==> src/rtl/pe_array_sequencer_if.sv <==
// Operand-bus handshake, job configuration and array strobe bundle for
// pe_array_sequencer. master = job/operand source, slave = the sequencer.
interface pe_array_sequencer_if #(
  parameter int CNT_W = 8
);
  logic             start;
  logic [CNT_W-1:0] cfg_w;
  logic [CNT_W-1:0] cfg_rows;
  logic             in_valid;
  logic             in_ready;
  logic [4:0]       PERead;
  logic [4:0]       PEStart;
  logic [2:0]       filtRead;
  logic             out_valid;
  logic             busy;
  logic             done;
  logic             err;

  modport master (
    output start, cfg_w, cfg_rows, in_valid,
    input  in_ready, PERead, PEStart, filtRead, out_valid, busy, done, err
  );

  modport slave (
    input  start, cfg_w, cfg_rows, in_valid,
    output in_ready, PERead, PEStart, filtRead, out_valid, busy, done, err
  );
endinterface

==> src/rtl/pe_array_sequencer.sv <==
// Run-time sequencer for the 3x3 row-stationary PE array: filter load, ifmap
// streaming and diagonal strobe propagation. Optional macro SEQ_PERF_CNT_EN adds perf counters.
module pe_array_sequencer #(
  parameter int FILT_TAPS = 3,
  parameter int PE_LAT    = 2,
  parameter int CNT_W     = 8
) (
  input  logic                clk,
  input  logic                nRST,
  pe_array_sequencer_if.slave bus
`ifdef SEQ_PERF_CNT_EN
  ,
  output logic [15:0]         perf_busy_cycles,
  output logic [15:0]         perf_stall_cycles
`endif
);

  localparam int NUM_GROUPS = 5;
  localparam int NUM_ROWS   = 3;

  typedef enum logic [2:0] {
    IDLE,
    CHECK,
    LOAD_FILT,
    STREAM,
    DRAIN,
    FINISH
  } state_t;

  state_t           state_reg;
  logic [CNT_W-1:0] cfg_w_reg;
  logic [CNT_W-1:0] cfg_rows_reg;
  logic [CNT_W-1:0] col_reg;
  logic [CNT_W-1:0] row_reg;
  logic             in_ready_reg;
  logic             busy_reg;
  logic             done_reg;
  logic             err_reg;

  logic [CNT_W-1:0] w_last;
  logic [CNT_W-1:0] rows_last;
  logic             fire;
  logic             fire_load;
  logic             fire_stream;
  logic             cfg_bad;
  logic             pipe_empty;

  logic [NUM_GROUPS-1:0] wave_all;
  logic [NUM_GROUPS-1:0] st_all;
  logic [PE_LAT:0]       ov_all;

  assign w_last      = cfg_w_reg - 1'b1;
  assign rows_last   = cfg_rows_reg - 1'b1;
  assign fire        = bus.in_valid && in_ready_reg;
  assign fire_load   = fire && (state_reg == LOAD_FILT);
  assign fire_stream = fire && (state_reg == STREAM);
  assign cfg_bad     = (cfg_w_reg < CNT_W'(FILT_TAPS)) || (cfg_rows_reg == '0);
  assign pipe_empty  = (wave_all == '0) && (st_all == '0) && (ov_all == '0);

  // Group 0 sees the fire combinationally; later groups are pure delay stages
  // that keep shifting regardless of in_valid.
  assign wave_all[0] = fire_stream;
  assign st_all[0]   = fire_stream && (col_reg >= CNT_W'(FILT_TAPS - 1));

  genvar gi;
  generate
    for (gi = 0; gi < NUM_GROUPS - 1; gi++) begin : g_stage
      logic wave_q;
      logic st_q;
      always_ff @(posedge clk) begin
        if (!nRST) begin
          wave_q <= 1'b0;
          st_q   <= 1'b0;
        end else begin
          wave_q <= wave_all[gi];
          st_q   <= st_all[gi];
        end
      end
      assign wave_all[gi+1] = wave_q;
      assign st_all[gi+1]   = st_q;
    end

    assign ov_all[0] = st_all[NUM_GROUPS-1];
    for (gi = 0; gi < PE_LAT; gi++) begin : g_out_lat
      logic ov_q;
      always_ff @(posedge clk) begin
        if (!nRST) begin
          ov_q <= 1'b0;
        end else begin
          ov_q <= ov_all[gi];
        end
      end
      assign ov_all[gi+1] = ov_q;
    end

    for (gi = 0; gi < NUM_ROWS; gi++) begin : g_filt
      assign bus.filtRead[gi] = fire_load && (row_reg == CNT_W'(gi));
    end
  endgenerate

  // During LOAD_FILT col/row count taps and filter rows; they are cleared
  // on the way into STREAM and then count ifmap columns and output rows.
  always_ff @(posedge clk) begin
    if (!nRST) begin
      state_reg    <= IDLE;
      cfg_w_reg    <= '0;
      cfg_rows_reg <= '0;
      col_reg      <= '0;
      row_reg      <= '0;
      in_ready_reg <= 1'b0;
      busy_reg     <= 1'b0;
      done_reg     <= 1'b0;
      err_reg      <= 1'b0;
    end else begin
      done_reg <= 1'b0;
      err_reg  <= 1'b0;
      case (state_reg)
        IDLE: begin
          if (bus.start) begin
            cfg_w_reg    <= bus.cfg_w;
            cfg_rows_reg <= bus.cfg_rows;
            col_reg      <= '0;
            row_reg      <= '0;
            busy_reg     <= 1'b1;
            state_reg    <= CHECK;
          end
        end
        CHECK: begin
          if (cfg_bad) begin
            done_reg  <= 1'b1;
            err_reg   <= 1'b1;
            state_reg <= FINISH;
          end else begin
            in_ready_reg <= 1'b1;
            state_reg    <= LOAD_FILT;
          end
        end
        LOAD_FILT: begin
          if (fire) begin
            if (col_reg == CNT_W'(FILT_TAPS - 1)) begin
              col_reg <= '0;
              if (row_reg == CNT_W'(NUM_ROWS - 1)) begin
                row_reg   <= '0;
                state_reg <= STREAM;
              end else begin
                row_reg <= row_reg + 1'b1;
              end
            end else begin
              col_reg <= col_reg + 1'b1;
            end
          end
        end
        STREAM: begin
          if (fire) begin
            if (col_reg == w_last) begin
              col_reg <= '0;
              if (row_reg == rows_last) begin
                in_ready_reg <= 1'b0;
                state_reg    <= DRAIN;
              end else begin
                row_reg <= row_reg + 1'b1;
              end
            end else begin
              col_reg <= col_reg + 1'b1;
            end
          end
        end
        DRAIN: begin
          if (pipe_empty) begin
            done_reg  <= 1'b1;
            state_reg <= FINISH;
          end
        end
        FINISH: begin
          busy_reg  <= 1'b0;
          state_reg <= IDLE;
        end
        default: begin
          in_ready_reg <= 1'b0;
          busy_reg     <= 1'b0;
          state_reg    <= IDLE;
        end
      endcase
    end
  end

  assign bus.in_ready  = in_ready_reg;
  assign bus.PERead    = wave_all;
  assign bus.PEStart   = st_all;
  assign bus.out_valid = ov_all[PE_LAT];
  assign bus.busy      = busy_reg;
  assign bus.done      = done_reg;
  assign bus.err       = err_reg;

`ifdef SEQ_PERF_CNT_EN
  logic [15:0] perf_busy_reg;
  logic [15:0] perf_stall_reg;

  // Outside a job neither condition holds, so the totals stay readable after done.
  always_ff @(posedge clk) begin
    if (!nRST) begin
      perf_busy_reg  <= '0;
      perf_stall_reg <= '0;
    end else if ((state_reg == IDLE) && bus.start) begin
      perf_busy_reg  <= '0;
      perf_stall_reg <= '0;
    end else begin
      if (busy_reg && (perf_busy_reg != 16'hFFFF)) begin
        perf_busy_reg <= perf_busy_reg + 16'd1;
      end
      if (in_ready_reg && !bus.in_valid && (perf_stall_reg != 16'hFFFF)) begin
        perf_stall_reg <= perf_stall_reg + 16'd1;
      end
    end
  end

  assign perf_busy_cycles  = perf_busy_reg;
  assign perf_stall_cycles = perf_stall_reg;
`endif

endmodule

==> src/flat_wrapper.sv <==
// flat-port wrapper written by rule: the top's interface ports become plain ports
module pe_array_sequencer_flat 
#(
  parameter int FILT_TAPS = 3,
  parameter int PE_LAT    = 2,
  parameter int CNT_W     = 8
)
  (clk, nRST, bus_start, bus_cfg_w, bus_cfg_rows, bus_in_valid, bus_in_ready, bus_PERead, bus_PEStart, bus_filtRead, bus_out_valid, bus_busy, bus_done, bus_err);
  pe_array_sequencer_if #(.CNT_W(CNT_W)) bus_i ();
  input  logic clk;
  input  logic nRST;
  input wire logic [$bits(bus_i.start)-1:0] bus_start;
  input wire logic [$bits(bus_i.cfg_w)-1:0] bus_cfg_w;
  input wire logic [$bits(bus_i.cfg_rows)-1:0] bus_cfg_rows;
  input wire logic [$bits(bus_i.in_valid)-1:0] bus_in_valid;
  output wire logic [$bits(bus_i.in_ready)-1:0] bus_in_ready;
  output wire logic [$bits(bus_i.PERead)-1:0] bus_PERead;
  output wire logic [$bits(bus_i.PEStart)-1:0] bus_PEStart;
  output wire logic [$bits(bus_i.filtRead)-1:0] bus_filtRead;
  output wire logic [$bits(bus_i.out_valid)-1:0] bus_out_valid;
  output wire logic [$bits(bus_i.busy)-1:0] bus_busy;
  output wire logic [$bits(bus_i.done)-1:0] bus_done;
  output wire logic [$bits(bus_i.err)-1:0] bus_err;
  assign bus_i.start = bus_start;
  assign bus_i.cfg_w = bus_cfg_w;
  assign bus_i.cfg_rows = bus_cfg_rows;
  assign bus_i.in_valid = bus_in_valid;
  assign bus_in_ready = bus_i.in_ready;
  assign bus_PERead = bus_i.PERead;
  assign bus_PEStart = bus_i.PEStart;
  assign bus_filtRead = bus_i.filtRead;
  assign bus_out_valid = bus_i.out_valid;
  assign bus_busy = bus_i.busy;
  assign bus_done = bus_i.done;
  assign bus_err = bus_i.err;
  pe_array_sequencer #(.FILT_TAPS(FILT_TAPS), .PE_LAT(PE_LAT), .CNT_W(CNT_W)) u_core (.clk(clk), .nRST(nRST), .bus(bus_i));
endmodule
==> config.mk <==
export PLATFORM = sky130hd
export DESIGN_NAME = pe_array_sequencer_flat
export DESIGN_NICKNAME = d
export VERILOG_FILES = /design/src/rtl/pe_array_sequencer_if.sv /design/src/rtl/pe_array_sequencer.sv /design/src/flat_wrapper.sv
export SDC_FILE = /design/constraint.sdc
export NUM_CORES = 1
export LEC_CHECK = 0
export ABC_CLOCK_PERIOD_IN_PS = 2700
export CAP_MARGIN = 20
export CELL_PAD_IN_SITES_DETAIL_PLACEMENT = 2
export CELL_PAD_IN_SITES_GLOBAL_PLACEMENT = 2
export CORE_AREA = 3 3 117 96
export CTS_CLUSTER_DIAMETER = 40
export CTS_CLUSTER_SIZE = 16
export DETAILED_ROUTE_END_ITERATION = 12
export DIE_AREA = 0 0 120 99
export MAX_ROUTING_LAYER = met4
export PLACE_DENSITY_LB_ADDON = 0.12
export SLEW_MARGIN = 5
export SYNTH_ARGS = -nofsm -noshare
export SYNTH_HDL_FRONTEND = slang
export SYNTH_SLANG_ARGS = --single-unit
==> constraint.sdc <==
create_clock -name clk -period 2.7 [get_ports clk]
set_input_delay 0.54 -clock clk [delete_from_list [all_inputs] [get_ports clk]]
set_output_delay 0.54 -clock clk [all_outputs]
set_load 0.005 [all_outputs]
==> run_results.csv <==
group,metric,value,unit
run_status,status,"complete, no violations",
die,core.rowCount,33,
detailed_routing,num_vias,2772,
setup_path,endpoint_kind,"register",
global_route,first_global_vias,3034,
die,design.die.area,11900,um^2
global_route,grt.total_usage,16.3,%
detailed_routing,drc,0,
die,initial_core_util,28.6,%
synthesis,synth.distinct_cells,56,
clock_tree,cts_tree,"built",
global_route,grt_start_max_net_pins,20,
pwr,p_total,0.00307,W
cells_and_area,drive_gt1_share,14.0,%
detailed_routing,via_per_inst,5.07,
synthesis,syn-cell-area,2920,um^2
timing,timing.fmax,379,MHz
timing,tightest_slew,0.675,ns
synthesis,synthCells,367,
min_path,min_path_type,"register to register",
setup_path,cp_data_required_time,2.91,ns
die,die_x,120,um
timing,fin_crit_sh,97.8,%
clock_tree,cts_max_level,2,
clock_tree,clkTransAtPathRegs,0.07,ns
setup_path,cp.arrival,2.85,ns
synthesis,synth_top_cell_by_area,"dfxtp_1",
place,gp_congestion,0.813,
place,place_inst,538,
cells_and_area,syn_to_final_growth,27.9,%
synthesis,syn_area_per_cell,7.94,um^2
timing,hold_violations,0,
die,coreArea,10200,um^2
synthesis,synth-edff-count,0,
timing,relSlewSlack,54.9,%
global_route,grt_pass1_wl,15300,um
timing,min_period,2.64,ns
timing,whs,0.457,ns
clock_tree,hold_buffers,0,
timing,final-max-slew-violation-count,0,
detailed_routing,wl_per_cell,16.5,um
cells_and_area,stdcell_count,547,
cells_and_area,layout.nets,437,
timing,skew,0.00723,ns
global_route,grt_overflow,0,
timing,setup_viol,0,
place,io_buffers,37,
detailed_routing,ant_nets,0,
clock_tree,root_buffer,"clkbuf_16",
clock_tree,clock_sinks,49,
pwr,powerDensity,825,nW/um^2
setup_path,cp-start-kind,"register",
place,dp.final_hpwl,6900,um
synthesis,synth_flop_cell,"dfxtp_1",
pwr,p_leak,1.38,nW
clock_tree,cts-buffers-inserted,5,
detailed_routing,drt_wl_total,9000,um
cells_and_area,final_core_util,36.5,%
synthesis,seq_area_frac_synth,33.6,%
detailed_routing,drtPass1Iterations,4,
setup_path,path_class,"register to register",
die,dieHeight,99,um
clock_tree,clk_latency,0.29,ns
synthesis,synth_top_area_share,33.6,%
synthesis,ys_async_sr_fraction,0,%
timing,final.setup.tns,0,ns
synthesis,yosysWarnings,0,
flow_run,maxCapViolCount,0,
setup_path,worstPathMaxFanout,7,
die,ios,38,
global_route,antenna_found_initial,0,
synthesis,ys_ff_latch,49,
pwr,ir_worst_vdd,300,uV
detailed_routing,drtIter0Drc,83,
clock_tree,cts_buffer_depth,2,
cells_and_area,antenna_cells,0,
synthesis,synth.net_count,397,
synthesis,synthTopCellsByArea,"dfxtp_1, nand2_1, ha_1",
-- final cells by class --
class	instances	area, um^2
sequential	49	985
fill	1172	6470
tap	140	175
inverter	12	45.0
timing repair buffer	60	542
clock buffer	7	143
multi-input combinational	279	1840
-- worst max-delay path: stages (launching register included) --
cell	delay [ns]
dfxtp_2	0.34
or3_4	0.41
or3_4	0.40
a32oi_2	0.20
o211ai_2	0.14
and2_4	0.20
or4b_4	0.61
o32ai_2	0.26
-- metrics by stage --
stage | setup slack [ns] | instance area (um^2)
after floorplan | 0.0343 | 2920
after global routing | -0.0362 | 3730
after detailed placement | -0.310 | 3480
after CTS | 0.00784 | 3650
final | 0.0601 | 3730
after global placement | -0.305 | 3480
-- kinds of logic after synthesis --
kind of cell,Yosys count,synth area share [%]
AO/OA/AOI/OAI,67,17.0
XOR/XNOR,19,5.71
adder cells (fa/ha/maj),10,4.29
buffers and inverters,39,6.44
flip-flops,49,33.6
multiplexers,2,0.687
AND/OR/NAND/NOR,181,32.2
-- layer usage --
metal / GRT usage, % / vias to the layer above / share of wire (%)
li1: - / 1363 / -
met1: 20.7 / 1374 / 48
met2: 27.1 / 23 / 48
met3: 2.64 / 12 / 2.0
met4: 4.14 / 0 / 1.5
met5: - / - / 0
-- repair_timing --
action | CTS | global route
buffers inserted | 0 | 2
gates resized for setup | 7 | 14
pin swaps | 3 | 5
setup endpoints to repair | 7 | 12
cloned | 0 | 0
-- worst paths after layout --
kind	startpoint	endpoint	slack, ns	cells after the start
max	u_core.cfg_w_reg[2]$_SDFFE_PN0P_	u_core.row_reg[4]$_SDFFE_PN0P_	0.06	7
min	u_core.g_out_lat[0].ov_q$_SDFF_PN0_	u_core.bus.out_valid$_SDFF_PN0_	0.46	1
max reg2reg	u_core.cfg_w_reg[2]$_SDFFE_PN0P_	u_core.row_reg[4]$_SDFFE_PN0P_	0.06	7
min reg2reg	u_core.g_out_lat[0].ov_q$_SDFF_PN0_	u_core.bus.out_valid$_SDFF_PN0_	0.46	1
-- placed cells by master (no fill, tap or decap), drive strengths merged, types with 2 or more instances in the layout --
cell | Yosys | routed
nor3 | 12 | 12
nor4 | 8 | 8
nand3 | 14 | 14
nand2b | 4 | 4
nand3b | 2 | 2
ha | 10 | 10
clkdlybuf4s50 | 0 | 36
and3 | 4 | 4
xor2 | 7 | 7
buf | 10 | 23
a41oi | 2 | 2
or4 | 3 | 3
nand4b | 2 | 2
dfxtp | 49 | 49
mux2i | 2 | 2
a21boi | 14 | 14
nand4 | 6 | 6
inv | 12 | 12
clkbuf | 17 | 7
a31oi | 4 | 4
nor4bb | 4 | 4
or3 | 7 | 7
a221o | 2 | 2
and2 | 15 | 15
a21oi | 12 | 12
nor4b | 2 | 2
o211ai | 6 | 6
a22o | 2 | 2
nor2 | 23 | 23
nor2b | 5 | 5
o32ai | 3 | 3
o22ai | 6 | 6
xnor2 | 12 | 12
nand2 | 65 | 65
o21ai | 6 | 6
-- cells in the mapped netlist (7+ instances only) --
cell type  count
nand3_1       14
inv_1         12
a21boi_0      13
dfxtp_1       49
nand2_1       65
nor4_1         7
ha_1          10
clkbuf_1      17
and2_1        14
xor2_1         7
xnor2_1       12
nor2_1        23
nor3_1        12
buf_4          9
a21oi_1       12
-- report_power, final --
part / internal [W] / switching (W) / leakage (nW)
Combinational: 0.000645 / 0.000858 / 0.914
Sequential: 0.000827 / 0.000105 / 0.399
Clock: 0.000365 / 0.000274 / 0.0700
No activity file was read; power rests on OpenSTA's default activity.
